**config.mk**
```make
export PLATFORM = sky130hd
export DESIGN_NAME = serial_adder_ctrl_flat
export DESIGN_NICKNAME = d
export VERILOG_FILES = /design/src/rtl/serial_adder_ctrl_if.sv /design/src/rtl/serial_adder_ctrl.sv /design/src/flat_wrapper.sv
export SDC_FILE = /design/constraint.sdc
export NUM_CORES = 1
export LEC_CHECK = 0
export CAP_MARGIN = 10
export CORE_UTILIZATION = 50
export CTS_CLUSTER_DIAMETER = 200
export DETAILED_ROUTE_END_ITERATION = 10
export MAX_ROUTING_LAYER = met4
export PLACE_DENSITY = 0.78
export SYNTH_ARGS = -nofsm -noshare
export SYNTH_HDL_FRONTEND = slang
export SYNTH_HIERARCHICAL = 1
export SYNTH_SLANG_ARGS = --single-unit
export TNS_END_PERCENT = 100
```
**constraint.sdc**
```tcl
create_clock -name clk -period 1.6 [get_ports clk]
set_input_delay 0.16 -clock clk [delete_from_list [all_inputs] [get_ports clk]]
set_output_delay 0.16 -clock clk [all_outputs]
set_load 0.01 [all_outputs]
```
**src/rtl/serial_adder_ctrl_if.sv**
```systemverilog
// Request/response bundle for serial_adder_ctrl: operands and start from the
// requester, busy/done and the registered result back from the controller.
interface serial_adder_ctrl_if #(
  parameter int unsigned WIDTH = 8
);
  logic             start;
  logic [WIDTH-1:0] a;
  logic [WIDTH-1:0] b;
  logic             cin;
  logic             sub;
  logic             busy;
  logic             done;
  logic [WIDTH-1:0] sum;
  logic             cout;
  logic             ovf;

  modport master (
    output start, a, b, cin, sub,
    input  busy, done, sum, cout, ovf
  );

  modport slave (
    input  start, a, b, cin, sub,
    output busy, done, sum, cout, ovf
  );
endinterface

```
**src/rtl/serial_adder_ctrl.sv**
```systemverilog
// Bit-serial add/subtract controller: one full-adder cell plus a carry flop,
// processing one operand bit per clock, LSB first, over WIDTH cycles.
module serial_adder_ctrl_fa (
  input  logic a_i,
  input  logic b_i,
  input  logic c_i,
  output logic s_o,
  output logic c_o
);
  assign s_o = a_i ^ b_i ^ c_i;
  assign c_o = (a_i & b_i) | (a_i & c_i) | (b_i & c_i);
endmodule

module serial_adder_ctrl #(
  parameter int unsigned WIDTH = 8
) (
  input  logic                clk,
  input  logic                rst,
  serial_adder_ctrl_if.slave  bus
);
  localparam int unsigned CW = (WIDTH > 1) ? $clog2(WIDTH) : 1;
  localparam logic [CW-1:0] LAST_BIT = CW'(WIDTH - 1);

  localparam logic [1:0] S_IDLE = 2'd0;
  localparam logic [1:0] S_RUN  = 2'd1;
  localparam logic [1:0] S_DONE = 2'd2;

  logic [1:0]       state_q, state_d;
  logic [WIDTH-1:0] a_sh_q, a_sh_d;
  logic [WIDTH-1:0] b_sh_q, b_sh_d;
  logic [WIDTH-1:0] res_sh_q, res_sh_d;
  logic             carry_q, carry_d;
  logic [CW-1:0]    cnt_q, cnt_d;
  logic [WIDTH-1:0] sum_q, sum_d;
  logic             cout_q, cout_d;
  logic             ovf_q, ovf_d;

  logic             fa_s;
  logic             fa_c;
  logic [WIDTH-1:0] msb_bit;
  logic [WIDTH-1:0] res_next;

  serial_adder_ctrl_fa u_fa (
    .a_i (a_sh_q[0]),
    .b_i (b_sh_q[0]),
    .c_i (carry_q),
    .s_o (fa_s),
    .c_o (fa_c)
  );

  // The new sum bit enters at the MSB so that after WIDTH shifts the
  // register holds the fully assembled result in natural bit order.
  always_comb begin
    msb_bit            = '0;
    msb_bit[WIDTH-1]   = fa_s;
    res_next           = (res_sh_q >> 1) | msb_bit;
  end

  always_comb begin
    state_d  = state_q;
    a_sh_d   = a_sh_q;
    b_sh_d   = b_sh_q;
    res_sh_d = res_sh_q;
    carry_d  = carry_q;
    cnt_d    = cnt_q;
    sum_d    = sum_q;
    cout_d   = cout_q;
    ovf_d    = ovf_q;

    case (state_q)
      S_IDLE, S_DONE: begin
        if (bus.start) begin
          a_sh_d   = bus.a;
          b_sh_d   = bus.sub ? ~bus.b : bus.b;
          carry_d  = bus.sub ? 1'b1 : bus.cin;
          res_sh_d = '0;
          cnt_d    = '0;
          state_d  = S_RUN;
        end else begin
          state_d  = S_IDLE;
        end
      end
      S_RUN: begin
        a_sh_d   = a_sh_q >> 1;
        b_sh_d   = b_sh_q >> 1;
        res_sh_d = res_next;
        carry_d  = fa_c;
        cnt_d    = cnt_q + CW'(1);
        // carry_q is the carry entering the MSB on this final bit
        if (cnt_q == LAST_BIT) begin
          sum_d   = res_next;
          cout_d  = fa_c;
          ovf_d   = carry_q ^ fa_c;
          state_d = S_DONE;
        end
      end
      default: state_d = S_IDLE;
    endcase
  end

  always_ff @(posedge clk) begin
    if (rst) begin
      state_q  <= S_IDLE;
      a_sh_q   <= '0;
      b_sh_q   <= '0;
      res_sh_q <= '0;
      carry_q  <= 1'b0;
      cnt_q    <= '0;
      sum_q    <= '0;
      cout_q   <= 1'b0;
      ovf_q    <= 1'b0;
    end else begin
      state_q  <= state_d;
      a_sh_q   <= a_sh_d;
      b_sh_q   <= b_sh_d;
      res_sh_q <= res_sh_d;
      carry_q  <= carry_d;
      cnt_q    <= cnt_d;
      sum_q    <= sum_d;
      cout_q   <= cout_d;
      ovf_q    <= ovf_d;
    end
  end

  assign bus.busy = (state_q == S_RUN);
  assign bus.done = (state_q == S_DONE);
  assign bus.sum  = sum_q;
  assign bus.cout = cout_q;
  assign bus.ovf  = ovf_q;
endmodule

```
**src/flat_wrapper.sv**
```systemverilog
// flat-port wrapper written by rule: the top's interface ports become plain ports
module serial_adder_ctrl_flat 
#(
  parameter int unsigned WIDTH = 8
)
  (clk, rst, bus_start, bus_a, bus_b, bus_cin, bus_sub, bus_busy, bus_done, bus_sum, bus_cout, bus_ovf);
  serial_adder_ctrl_if #(.WIDTH(WIDTH)) bus_i ();
  input  logic clk;
  input  logic rst;
  input wire logic [$bits(bus_i.start)-1:0] bus_start;
  input wire logic [$bits(bus_i.a)-1:0] bus_a;
  input wire logic [$bits(bus_i.b)-1:0] bus_b;
  input wire logic [$bits(bus_i.cin)-1:0] bus_cin;
  input wire logic [$bits(bus_i.sub)-1:0] bus_sub;
  output wire logic [$bits(bus_i.busy)-1:0] bus_busy;
  output wire logic [$bits(bus_i.done)-1:0] bus_done;
  output wire logic [$bits(bus_i.sum)-1:0] bus_sum;
  output wire logic [$bits(bus_i.cout)-1:0] bus_cout;
  output wire logic [$bits(bus_i.ovf)-1:0] bus_ovf;
  assign bus_i.start = bus_start;
  assign bus_i.a = bus_a;
  assign bus_i.b = bus_b;
  assign bus_i.cin = bus_cin;
  assign bus_i.sub = bus_sub;
  assign bus_busy = bus_i.busy;
  assign bus_done = bus_i.done;
  assign bus_sum = bus_i.sum;
  assign bus_cout = bus_i.cout;
  assign bus_ovf = bus_i.ovf;
  serial_adder_ctrl #(.WIDTH(WIDTH)) u_core (.clk(clk), .rst(rst), .bus(bus_i));
endmodule
```
==> impl_metrics.env <==
export IMPL_status="finished, final reports clean"
export IMPL_p_total_w=0.00177
export IMPL_drt_iter0_drc=56
export IMPL_crit_type="register to output port"
export IMPL_max_slew_margin_rel_pct=68.6
export IMPL_die_area_um2=3470
export IMPL_h_tree_depth=2
export IMPL_clk_path_buf_depth=2
export IMPL_synthXorXnorAreaFrac_pct=4.86
export IMPL_finalWirelength_um=3330
export IMPL_drv_slew=0
export IMPL_synthCells=188
export IMPL_p_per_area_nw_per_um2=876
export IMPL_ys_types=24
export IMPL_synth_top_family_by_area="simple AND/OR/NAND/NOR gates"
export IMPL_die_w_um=58.9
export IMPL_crit_path_start_kind="register"
export IMPL_muxShareOfSynthArea_pct=0
export IMPL_drc=0
export IMPL_clk_pin_slew_worst_paths_ns=0.11
export IMPL_cp_arrival_ns=1.25
export IMPL_setup_tns_ns=0
export IMPL_yosysSeqAreaShare_pct=48.2
export IMPL_n_antenna_cell=0
export IMPL_ys_top_cells_by_area="dfxtp_1 (48%), a21oi_1 (11%), nand3_1 (8.3%)"
export IMPL_period_share_pct=88.0
export IMPL_final_setup_skew_ns=0.00570
export IMPL_rr_startpoint="u_core/cnt_q[0]$_SDFFE_PP0P_"
export IMPL_drt_pre_antenna_iters=4
export IMPL_cp_num_buf_inv=1
export IMPL_cts_root_buf="clkbuf_4"
export IMPL_cts_sinks=39
export IMPL_synth_nets=212
export IMPL_avgViaCountPerCell=5.45
export IMPL_antenna_found_initial=0
export IMPL_nets=241
export IMPL_ys_warn_count=6
export IMPL_ios=33
export IMPL_grt_pass1_vias=1340
export IMPL_max_stage_delay_ns=0.54
export IMPL_cts_buffers_inserted=5
export IMPL_port_buffers=32
export IMPL_worst_ir_drop_vdd_v=0.000513
export IMPL_setup_viol=0
export IMPL_synth_compound_area_share_pct=18.9
export IMPL_seq_area_um2=782
export IMPL_grt_max_degree=40
export IMPL_fin_crit_ns=1.41
export IMPL_maxCapViolCount=0
export IMPL_ant_nets=0
export IMPL_yosysTopAreaCellShare_pct=48.2
export IMPL_rows=20
export IMPL_cts_tree="yes"
export IMPL_synth_top_area_cell="dfxtp_1"
export IMPL_grt_pass1_wl_um=5520
export IMPL_worstPathMaxFanout=2
export IMPL_critPathLaunch="u_core/bus.ovf$_SDFFE_PP0P_"
export IMPL_gp_congestion=0.751
export IMPL_cp_required_ns=1.44
export IMPL_dp_hpwl_um=2180
export IMPL_avgSynthCellArea_um2=8.62
export IMPL_core_um2=3050
export IMPL_worstPathCellList="clkdlybuf4s50_1"
export IMPL_cts_hold_buf=0
export IMPL_initial_utilization_pct=53.1
export IMPL_detail_route_wl_per_cell_um=12.7
export IMPL_netlist_area_um2=1620
export IMPL_holdCritStartpoint="bus_a[7]"
export IMPL_p_leak_nw=0.727
export IMPL_synthSimpleGateAreaFrac_pct=18.9
export IMPL_rsz0062_at_grt="false"
export IMPL_timing_fmax_mhz=710
export IMPL_critPathTopFamily="buffers and inverters"
export IMPL_overflow=0
export IMPL_die_h_um=58.9
export IMPL_multi_input_area_um2=738
export IMPL_endpoint_kind="output port"
export IMPL_cts_setup_buffers=0
export IMPL_crit_slowest_cell="clkdlybuf4s50_1"
export IMPL_nFillCells=266
export IMPL_grt_total_usage_pct=21.8
export IMPL_ys_ff_latch=39
export IMPL_hp_class="input port to register"
export IMPL_area_growth_pct=24.9
export IMPL_vias=1428
export IMPL_hold_viol=0
export IMPL_synthAdderAreaFrac_pct=2.78
export IMPL_worst_slew_pin_slew_ns=0.470
export IMPL_drive_gt1_share_pct=7.34
export IMPL_clkLatencyLatePin_ns=0.35
[stage by stage]
step	hold slack, ns	utilization (%)	instances	cell area [um^2]	setup WS, ns
2_1_floorplan	0.296	-	188	1620	0.329
4_1_cts	0.351	66.2	262	2020	0.0271
3_5_place_dp	0.448	64.4	254	1970	0.0576
5_1_grt	0.369	66.3	262	2020	0.0544
6_report	0.361	66.3	262	2020	0.191
3_3_place_gp	0.442	64.4	254	1970	0.182
[power by group]
| part | internal (W) | total [W] | leakage [nW] | switching (W) |
|---|---|---|---|---|
| registers | 0.00101 | 0.00104 | 0.318 | 0.0000251 |
| logic | 0.000121 | 0.000253 | 0.381 | 0.000132 |
| clock network | 0.000170 | 0.000486 | 0.0282 | 0.000317 |
| total | 0.00130 | 0.00177 | 0.727 | 0.000473 |
[area by class of cell]
class	instances	area share, %
Tap cell	44	2.72
Multi-Input combinational cell	132	36.5
Clock buffer	6	2.04
Sequential cell	39	38.6
Inverter	1	0.185
Clock inverter	2	0.618
Timing Repair Buffer	38	19.3
[synthesized netlist by cell type]
master and n:
a211oi_1 1, a21oi_1 35, a22oi_1 14, a31oi_1 1, and3b_1 1, buf_1 1, buf_2 7, buf_4 4
buf_6 2, clkbuf_1 2, dfxtp_1 39, fa_1 1, ha_1 2, inv_2 1, nand2_1 30, nand2b_1 3
nand3_1 27, nand3b_1 1, nor2_1 3, nor2b_1 2, o21a_1 1, o21ai_0 1, xnor2_1 1, xor2_1 8
[worst register-to-register path, stage by stage (launching register included)]
cell and delay (ns):
dfxtp_1 0.36, ha_1 0.16, ha_1 0.18, and3b_2 0.32
nor2_1 0.06, a211oi_1 0.22
[per-layer routing]
layer | part of all wire, % | up-vias | track usage, % | wire (um)
li1 | - | 710 | - | -
met1 | 41 | 674 | 23.0 | 1380
met2 | 53 | 37 | 38.1 | 1750
met3 | 4.4 | 7 | 5.93 | 146
met4 | 1.5 | 0 | 9.18 | 49
met5 | 0 | - | - | 0
[cell families after synthesis]
| family | Yosys count |
|---|---|
| AO/OA/AOI/OAI | 53 |
| XOR/XNOR | 9 |
| flip-flops | 39 |
| buffers and inverters | 17 |
| adder cells (fa/ha/maj) | 3 |
| AND/OR/NAND/NOR | 67 |
[flip-flops by register name, summed over array words and instances, names as in the netlist]
name,flops
u_core/bus.ovf,1
u_core/bus.sum,8
u_core/carry_q,1
u_core/a_sh_q,8
u_core/cnt_q,3
u_core/state_q,2
u_core/bus.cout,1
u_core/b_sh_q,8
u_core/res_sh_q,7
[repair_timing]
| item | 4_1_cts | 5_1_grt |
|---|---|---|
| resized for setup | 2 | 2 |
| endpoints found under the setup margin | 2 | 2 |
| endpoints found under the hold margin | 0 | 0 |
[layout by cell type, fill, tap and decap left out, drive strengths merged]
master	instances
nand2b	3
nand3	27
xor2	8
nor2	3
clkinv	1
ha	2
a22oi	14
o21a	1
nand3b	1
nor2b	2
dlygate4sd2	1
fa	1
nand2	30
a31oi	1
a21oi	35
clkdlybuf4s50	30
o21ai	1
dlymetal6s2s	1
a211oi	1
and3b	1
dfxtp	39
buf	6
clkinvlp	1
clkbuf	6
xnor2	1
inv	1
[final timing paths]
path                                                  endpoint  slack, ns  depth (start not counted)
worst max register to register     u_core/bus.ovf$_SDFFE_PP0P_       0.22                          5
worst max-delay path                                   bus_ovf       0.19                          1
worst min register to register  u_core/bus.sum[2]$_SDFFE_PP0P_       0.46                          2
worst min-delay path             u_core/a_sh_q[7]$_SDFFE_PP0P_       0.36                          3
Note: power is estimated with default switching activity, not from simulation.
